### src/rtl/uart_tx_arbiter.sv
// Round-robin arbiter that shares one uart_tx among NUM_REQ byte requesters.
// A watchdog aborts a transfer whose uart_tx done edge never arrives.
module uart_tx_arbiter #(
  parameter int unsigned NUM_REQ        = 4,
  parameter logic [15:0] TIMEOUT_CYCLES = 16'd8192
) (
  input  logic                   i_clk,
  input  logic                   i_rst,
  input  logic [NUM_REQ-1:0]     i_req,
  input  logic [8*NUM_REQ-1:0]   i_data,
  output logic [NUM_REQ-1:0]     o_grant,
  output logic [NUM_REQ-1:0]     o_done,
  output logic                   o_timeout,
  output logic                   o_busy,
  output logic                   o_tx_start,
  output logic [7:0]             o_tx_data,
  input  logic                   i_tx_done,
  input  logic                   i_tx_busy
);

  // state   | meaning
  // S_IDLE  | no transfer; arbitrate once uart_tx is free
  // S_START | one-cycle o_tx_start and o_grant to the owner
  // S_WAIT  | byte on the wire; wait for a done rise or the watchdog
  typedef enum logic [1:0] {
    S_IDLE  = 2'd0,
    S_START = 2'd1,
    S_WAIT  = 2'd2
  } state_t;

  localparam int unsigned        IDX_W    = (NUM_REQ > 1) ? $clog2(NUM_REQ) : 1;
  localparam logic [IDX_W-1:0]   LAST_IDX = IDX_W'(NUM_REQ - 1);
  localparam logic [15:0]        WD_LAST  = TIMEOUT_CYCLES - 16'd1;

  state_t             state, state_next;
  logic [IDX_W-1:0]   owner, owner_next;
  logic [IDX_W-1:0]   last_owner, last_owner_next;
  logic [15:0]        wd, wd_next;
  logic               tx_done_q;
  logic               rise;

  logic [IDX_W-1:0]   cand;
  logic [IDX_W-1:0]   winner;
  logic               found;

  logic [NUM_REQ-1:0] grant_next;
  logic [NUM_REQ-1:0] done_next;
  logic               timeout_next;
  logic               busy_next;
  logic               start_next;
  logic [7:0]         tx_data_next;

  assign rise = i_tx_done & ~tx_done_q;

  // Walk upward from the slot after the last owner, wrapping at NUM_REQ-1.
  always_comb begin
    cand   = last_owner;
    winner = '0;
    found  = 1'b0;
    for (int i = 0; i < NUM_REQ; i++) begin
      cand = (cand == LAST_IDX) ? '0 : cand + 1'b1;
      if (!found && i_req[cand]) begin
        winner = cand;
        found  = 1'b1;
      end
    end
  end

  always_comb begin
    state_next      = state;
    owner_next      = owner;
    last_owner_next = last_owner;
    wd_next         = wd;
    tx_data_next    = o_tx_data;
    grant_next      = '0;
    done_next       = '0;
    timeout_next    = 1'b0;
    start_next      = 1'b0;

    case (state)
      S_IDLE: begin
        if (found && !i_tx_busy) begin
          state_next         = S_START;
          owner_next         = winner;
          tx_data_next       = i_data[{winner, 3'b000} +: 8];
          start_next         = 1'b1;
          grant_next[winner] = 1'b1;
        end
      end
      S_START: begin
        state_next = S_WAIT;
        wd_next    = '0;
      end
      S_WAIT: begin
        // A done rise takes priority over a watchdog expiring on the same edge.
        if (rise) begin
          done_next[owner] = 1'b1;
          last_owner_next  = owner;
          state_next       = S_IDLE;
        end else if (wd == WD_LAST) begin
          timeout_next    = 1'b1;
          last_owner_next = owner;
          state_next      = S_IDLE;
        end else begin
          wd_next = wd + 16'd1;
        end
      end
      default: state_next = S_IDLE;
    endcase

    busy_next = (state_next != S_IDLE);
  end

  always_ff @(posedge i_clk) begin
    if (i_rst) begin
      state      <= S_IDLE;
      owner      <= '0;
      last_owner <= LAST_IDX;
      wd         <= '0;
      tx_done_q  <= 1'b0;
      o_grant    <= '0;
      o_done     <= '0;
      o_timeout  <= 1'b0;
      o_busy     <= 1'b0;
      o_tx_start <= 1'b0;
      o_tx_data  <= '0;
    end else begin
      state      <= state_next;
      owner      <= owner_next;
      last_owner <= last_owner_next;
      wd         <= wd_next;
      tx_done_q  <= i_tx_done;
      o_grant    <= grant_next;
      o_done     <= done_next;
      o_timeout  <= timeout_next;
      o_busy     <= busy_next;
      o_tx_start <= start_next;
      o_tx_data  <= tx_data_next;
    end
  end

endmodule

### config.mk
export PLATFORM = sky130hd
export DESIGN_NAME = uart_tx_arbiter
export DESIGN_NICKNAME = d
export VERILOG_FILES = /design/src/rtl/uart_tx_arbiter.sv
export SDC_FILE = /design/constraint.sdc
export NUM_CORES = 1
export LEC_CHECK = 0
export CORE_MARGIN = 3
export CORE_UTILIZATION = 48
export CTS_CLUSTER_SIZE = 30
export DETAILED_ROUTE_END_ITERATION = 8
export GPL_TIMING_DRIVEN = 0
export PLACE_DENSITY = 0.79
export REMOVE_ABC_BUFFERS = 1
export SETUP_SLACK_MARGIN = 0.02
export SLEW_MARGIN = 30
export SYNTH_ARGS = -nofsm -noshare
export SYNTH_HDL_FRONTEND = slang
export SYNTH_SLANG_ARGS = --single-unit
export TNS_END_PERCENT = 5
### constraint.sdc
create_clock -name i_clk -period 2.8 [get_ports i_clk]
set_clock_uncertainty 0.2 [all_clocks]
set_input_delay 0.7 -clock i_clk [delete_from_list [all_inputs] [get_ports i_clk]]
set_output_delay 0.7 -clock i_clk [all_outputs]
set_load 0.1 [all_outputs]
## Word level (Yosys, flattened, before mapping)

Cells that the tools add are included.

- Register bits: 42
- Bits of input ports: 40
- Output and inout port bits: 19
- Logic and storage cells: 96

- Add/subtract/negate cells: 5
- Magnitude comparators: 8
- Equality and inequality tests: 9
- Shift-type cells: 1
- Muxes and demuxes: 35
- Bitwise logic cells: 6
- Reductions and logical operators: 21

Operator list:

| kind | count |
|---|---|
| $mux W16 | 2 |
| $pmux W16 S2 | 1 |
| $shiftx A32 B6 Y8 | 1 |
| $mux W2 | 13 |
| $lt A2 B3 Y1 const B | 6 |
| $add A16 B1 Y16 const B | 1 |
| $eq A16 B13 Y1 const B | 1 |
| $mux W1 | 12 |
| $eq A2 B2 Y1 const B | 5 |
| $reduce_or A3 Y1 | 3 |
| $add A2 B1 Y2 const B | 4 |
| $bmux W1 S2 | 4 |
| $logic_and A1 B1 Y1 | 6 |
| $pmux W2 S3 | 1 |
| $reduce_bool A2 Y1 | 3 |
| $not A1 Y1 | 5 |
| $demux W1 S2 | 2 |
| $ge A2 B1 Y1 const B | 2 |
| $logic_not A1 Y1 | 4 |
| $ne A2 B2 Y1 const B | 2 |
| $reduce_and A2 Y1 | 2 |
| $reduce_and A3 Y1 | 1 |
| $eq A2 B1 Y1 const B | 1 |
| $logic_not A2 Y1 | 1 |
| other kinds (2) | 2 |

## Logic depth before layout (Yosys ltp)

- Depth in word-level cells: 18
- Depth in mapped cells: 8
- Gate-level depth less buffers: 6

## Worst setup path after synthesis

Ideal clock, no wire load.

- Path kind: input-to-reg
- From: in i_req[3]
- To: reg o_tx_data[1]
- Setup time: 0.074 ns
- Arrival time: 1.962 ns
- Data required time: 2.526 ns
- Setup slack: 0.563 ns
- Stages on the path: 8
- Buffers on the path: 3
- Cell sequence: buf_2 > or3_1 > a21bo_1 > o221ai_1 > buf_6 > buf_6 > nand3_1 > a31oi_1

- Word-level cells in the longest chain between the ends: 14
- Elaborated cells on any way between the ends: 25
- Classes of those cells: 1 x shift; 16 x mux; 8 x reduce/logical

Ends and longest elaborated chain:

| element | line | RTL |
|---|---|---|
| from (decl) | 9 | `input logic [NUM_REQ-1:0] i_req,` |
| parallel branches: the longest is 14 deep, another holds $bmux W1 S2 | n/a |  |
| to (signal assigned) | 138 | `o_tx_data <= tx_data_next;` |
| to (decl) | 16 | `output logic [7:0] o_tx_data,` |

Parallel ways; which one is timed is not known. The select of a mux whose other input is x is not followed.
A chain may end at the register's enable or synchronous reset.

## Worst setup path after layout

- From: reg o_tx_data[5]
- To: out o_tx_data[5]

No word-level cell between the ends.

==> flow_metrics.py <==
metrics = {
    "detailed_routing": {
        "wl_met2_mm": 2.75,
        "routed-via-count": 2107,
        "routed_wl_mm": 5.54,
        "avgRoutedWirePerCell_um": 15.4,
        "drt-initial-drc-count": 75,
        "viasPerCell": 5.87,
        "wl_met1_mm": 2.44,
        "drc": 0,
        "drtPass1Iterations": 4,
        "wl_met3_um": 228,
        "maxUsedRoutingLayer": "met4",
        "postRouteAntennaNets": 0,
    },
    "synth": {
        "synth-edff-count": 0,
        "yosysWarnings": 0,
        "avgSynthCellArea_um2": 8.39,
        "async_reset_ff_share_pct": 0,
        "seq_area_frac_synth_pct": 39.1,
        "synthFlopType": "dfxtp_1",
        "synthesis.area_um2": 2150,
        "synth.distinct_cells": 46,
        "ys_ff_latch": 42,
        "netlist_instances": 256,
    },
    "global_route": {
        "grt_pass1_vias": 1975,
        "track_usage_pct": 20.9,
        "grt_overflow": 0,
        "antenna_found_initial": 0,
        "grt_pass1_wl_mm": 8.95,
        "grt_max_degree": 35,
    },
    "clocking": {
        "cts_num_sinks": 42,
        "cts_setup_buffers": 0,
        "ctsRootBufferMaster": "clkbuf_8",
        "htree_levels": 2,
        "hold_buffers": 0,
        "clockBufferDepth": 2,
        "numCtsBuffers": 5,
        "cts.reportedPaths.clkPinSlew_ns": 0.08,
        "cts_tree": "built",
        "insertion_delay_ns": 0.28,
    },
    "layout": {
        "area.growth.synth_to_final_pct": 32.6,
        "fin_nets": 350,
        "num-fill-cells": 372,
        "utilization_pct": 68.8,
        "drive_gt1_share_pct": 6.47,
        "most-common-layout-cells": "56 x clkdlybuf4s50_1, 42 x dfxtp_1, 37 x nand3_1",
        "multi_input_area_um2": 1250,
        "antenna_cells": 0,
        "regArea_um2": 841,
        "final_common_cell": "clkdlybuf4s50_1",
    },
    "pwr": {
        "vdd_drop_max_mv": 0.414,
        "power_density_nw_per_um2": 492,
        "cellLeakagePower_nw": 0.987,
    },
    "status": {
        "status": "complete, no violations",
    },
    "place": {
        "dp_hpwl_mm": 3.93,
        "dp_slack_ns": -0.264,
        "gp_congestion": 0.869,
        "io_buffers": 58,
    },
    "sta": {
        "setup_viol": 0,
        "hold_violations": 0,
        "grt_setup_unrepaired": "no",
        "fin_ws_ns": 0.103,
        "relSlewSlack_pct": 31.6,
        "period_share_pct": 96.3,
        "post-route-min-period_ns": 2.70,
        "drv_slew": 0,
        "fmax_mhz": 371,
        "finalSetupTns_ns": 0,
        "worst_pin_slew_ns": 1.02,
    },
    "worst_setup_path": {
        "worstPathArrival_ns": 1.80,
        "critical_path_required_ns": 1.90,
        "crit_chain": "clkdlybuf4s50_1",
        "critical_path_class": "register to output port",
        "critPathCaptureType": "output port",
        "path_buf_inv": 1,
        "slowest_stage": "clkdlybuf4s50_1",
        "critical-path-top-delay-family": "buffers and inverters",
        "crit_path_max_fanout": 2,
        "worst_setup_path_start_kind": "register",
        "cpPeakStageDelay_ns": 1.16,
    },
    "die": {
        "die_y_um": 72.9,
        "core_um2": 4140,
        "start_util_pct": 51.8,
        "io_pins": 59,
        "dieArea_um2": 5310,
        "die_w_um": 72.9,
        "num_rows": 23,
    },
    "run": {
        "drv_cap": 0,
    },
    "hold_path": {
        "hp-class": "register to register",
    },
}
where the power goes:
| group | total (mW) | switching, mW | internal [mW] |
|---|---|---|---|
| clock | 0.395 | 0.196 | 0.199 |
| sequential | 0.633 | 0.0134 | 0.620 |
| combinational | 0.372 | 0.243 | 0.129 |
repair_timing:
action,CTS,global route
resized for setup,0,4
endpoints found under the hold margin,0,0
endpoints found under the setup margin,0,10
cell families (layout without fill, tap and decap cells):
family,count (synthesis),after routing,share of synthesized area [%]
AND/OR/NAND/NOR,111,111,27.5
AO/OA/AOI/OAI,80,80,25.3
flip-flops,42,42,39.1
buffers and inverters,16,69,4.60
multiplexers,3,3,1.40
adder cells (fa/ha/maj),2,2,1.16
XOR/XNOR,2,2,0.816
cells in the mapped netlist, types with 2 or more instances:
| cell type | number | share of area (%) |
|---|---|---|
| o21bai_1 | 8 | 2.8 |
| or3_1 | 11 | 3.2 |
| buf_2 | 4 | 0.93 |
| mux2i_1 | 3 | 1.4 |
| and3_1 | 6 | 1.7 |
| o2111ai_1 | 2 | 0.82 |
| clkbuf_1 | 5 | 0.87 |
| nor4_1 | 3 | 0.87 |
| a31oi_1 | 23 | 6.7 |
| nor2b_1 | 3 | 0.87 |
| xor2_1 | 2 | 0.82 |
| or4_1 | 3 | 1.0 |
| a21o_1 | 9 | 3.1 |
| nor3_1 | 6 | 1.4 |
| nand3_1 | 37 | 8.6 |
| o31ai_1 | 2 | 0.70 |
| a21oi_1 | 13 | 3.0 |
| nor2_1 | 15 | 2.6 |
| o21ai_0 | 11 | 2.6 |
| nand2b_1 | 8 | 2.3 |
| buf_6 | 3 | 1.6 |
| buf_1 | 2 | 0.35 |
| ha_1 | 2 | 1.2 |
| dfxtp_1 | 42 | 39 |
| nand2_1 | 12 | 2.1 |
flip-flops by register name (all words and copies together) (netlist names):
name / flops
o_busy: 1
o_timeout: 1
wd: 16
owner: 2
last_owner: 2
o_tx_data: 8
o_grant: 4
o_done: 4
tx_done_q: 1
state: 2
o_tx_start: 1
metal layers:
layer | track usage (%) | vias up
met5 | 0 | -
met4 | 5.94 | 0
met3 | 3.31 | 10
met2 | 35.4 | 57
met1 | 27.6 | 970
li1 | - | 1070
metrics by stage:
| step | power [mW] | cell area, um2 | hold slack, ns | cells |
|---|---|---|---|---|
| after floorplan | 0.874 | 2050 | 0.241 | 241 |
| after global routing | 1.45 | 2850 | 0.322 | 359 |
| after CTS | 1.40 | 2830 | 0.289 | 359 |
| after detailed placement | 1.01 | 2740 | 0.280 | 351 |
| after global placement | 1.00 | 2700 | 0.263 | 349 |
| final | 1.40 | 2850 | 0.287 | 359 |
worst paths after layout:
| kind | startpoint | cells after the start | endpoint | slack [ns] |
|---|---|---|---|---|
| max | o_tx_data[5] | 1 | o_tx_data[5] | 0.10 |
| min | wd[10] | 2 | wd[10] | 0.29 |
| max reg2reg | wd[0] | 6 | wd[12] | 0.37 |
| min reg2reg | wd[10] | 2 | wd[10] | 0.29 |
final cells by class:
class | instances | area share [%]
sequential | 42 | 29.5
multi-input combinational | 198 | 43.9
inverter | 1 | 0.132
clock inverter | 1 | 0.176
clock buffer | 7 | 3.03
tap | 50 | 2.20
timing repair buffer | 60 | 21.1
Power figures use the tool's default switching activity.
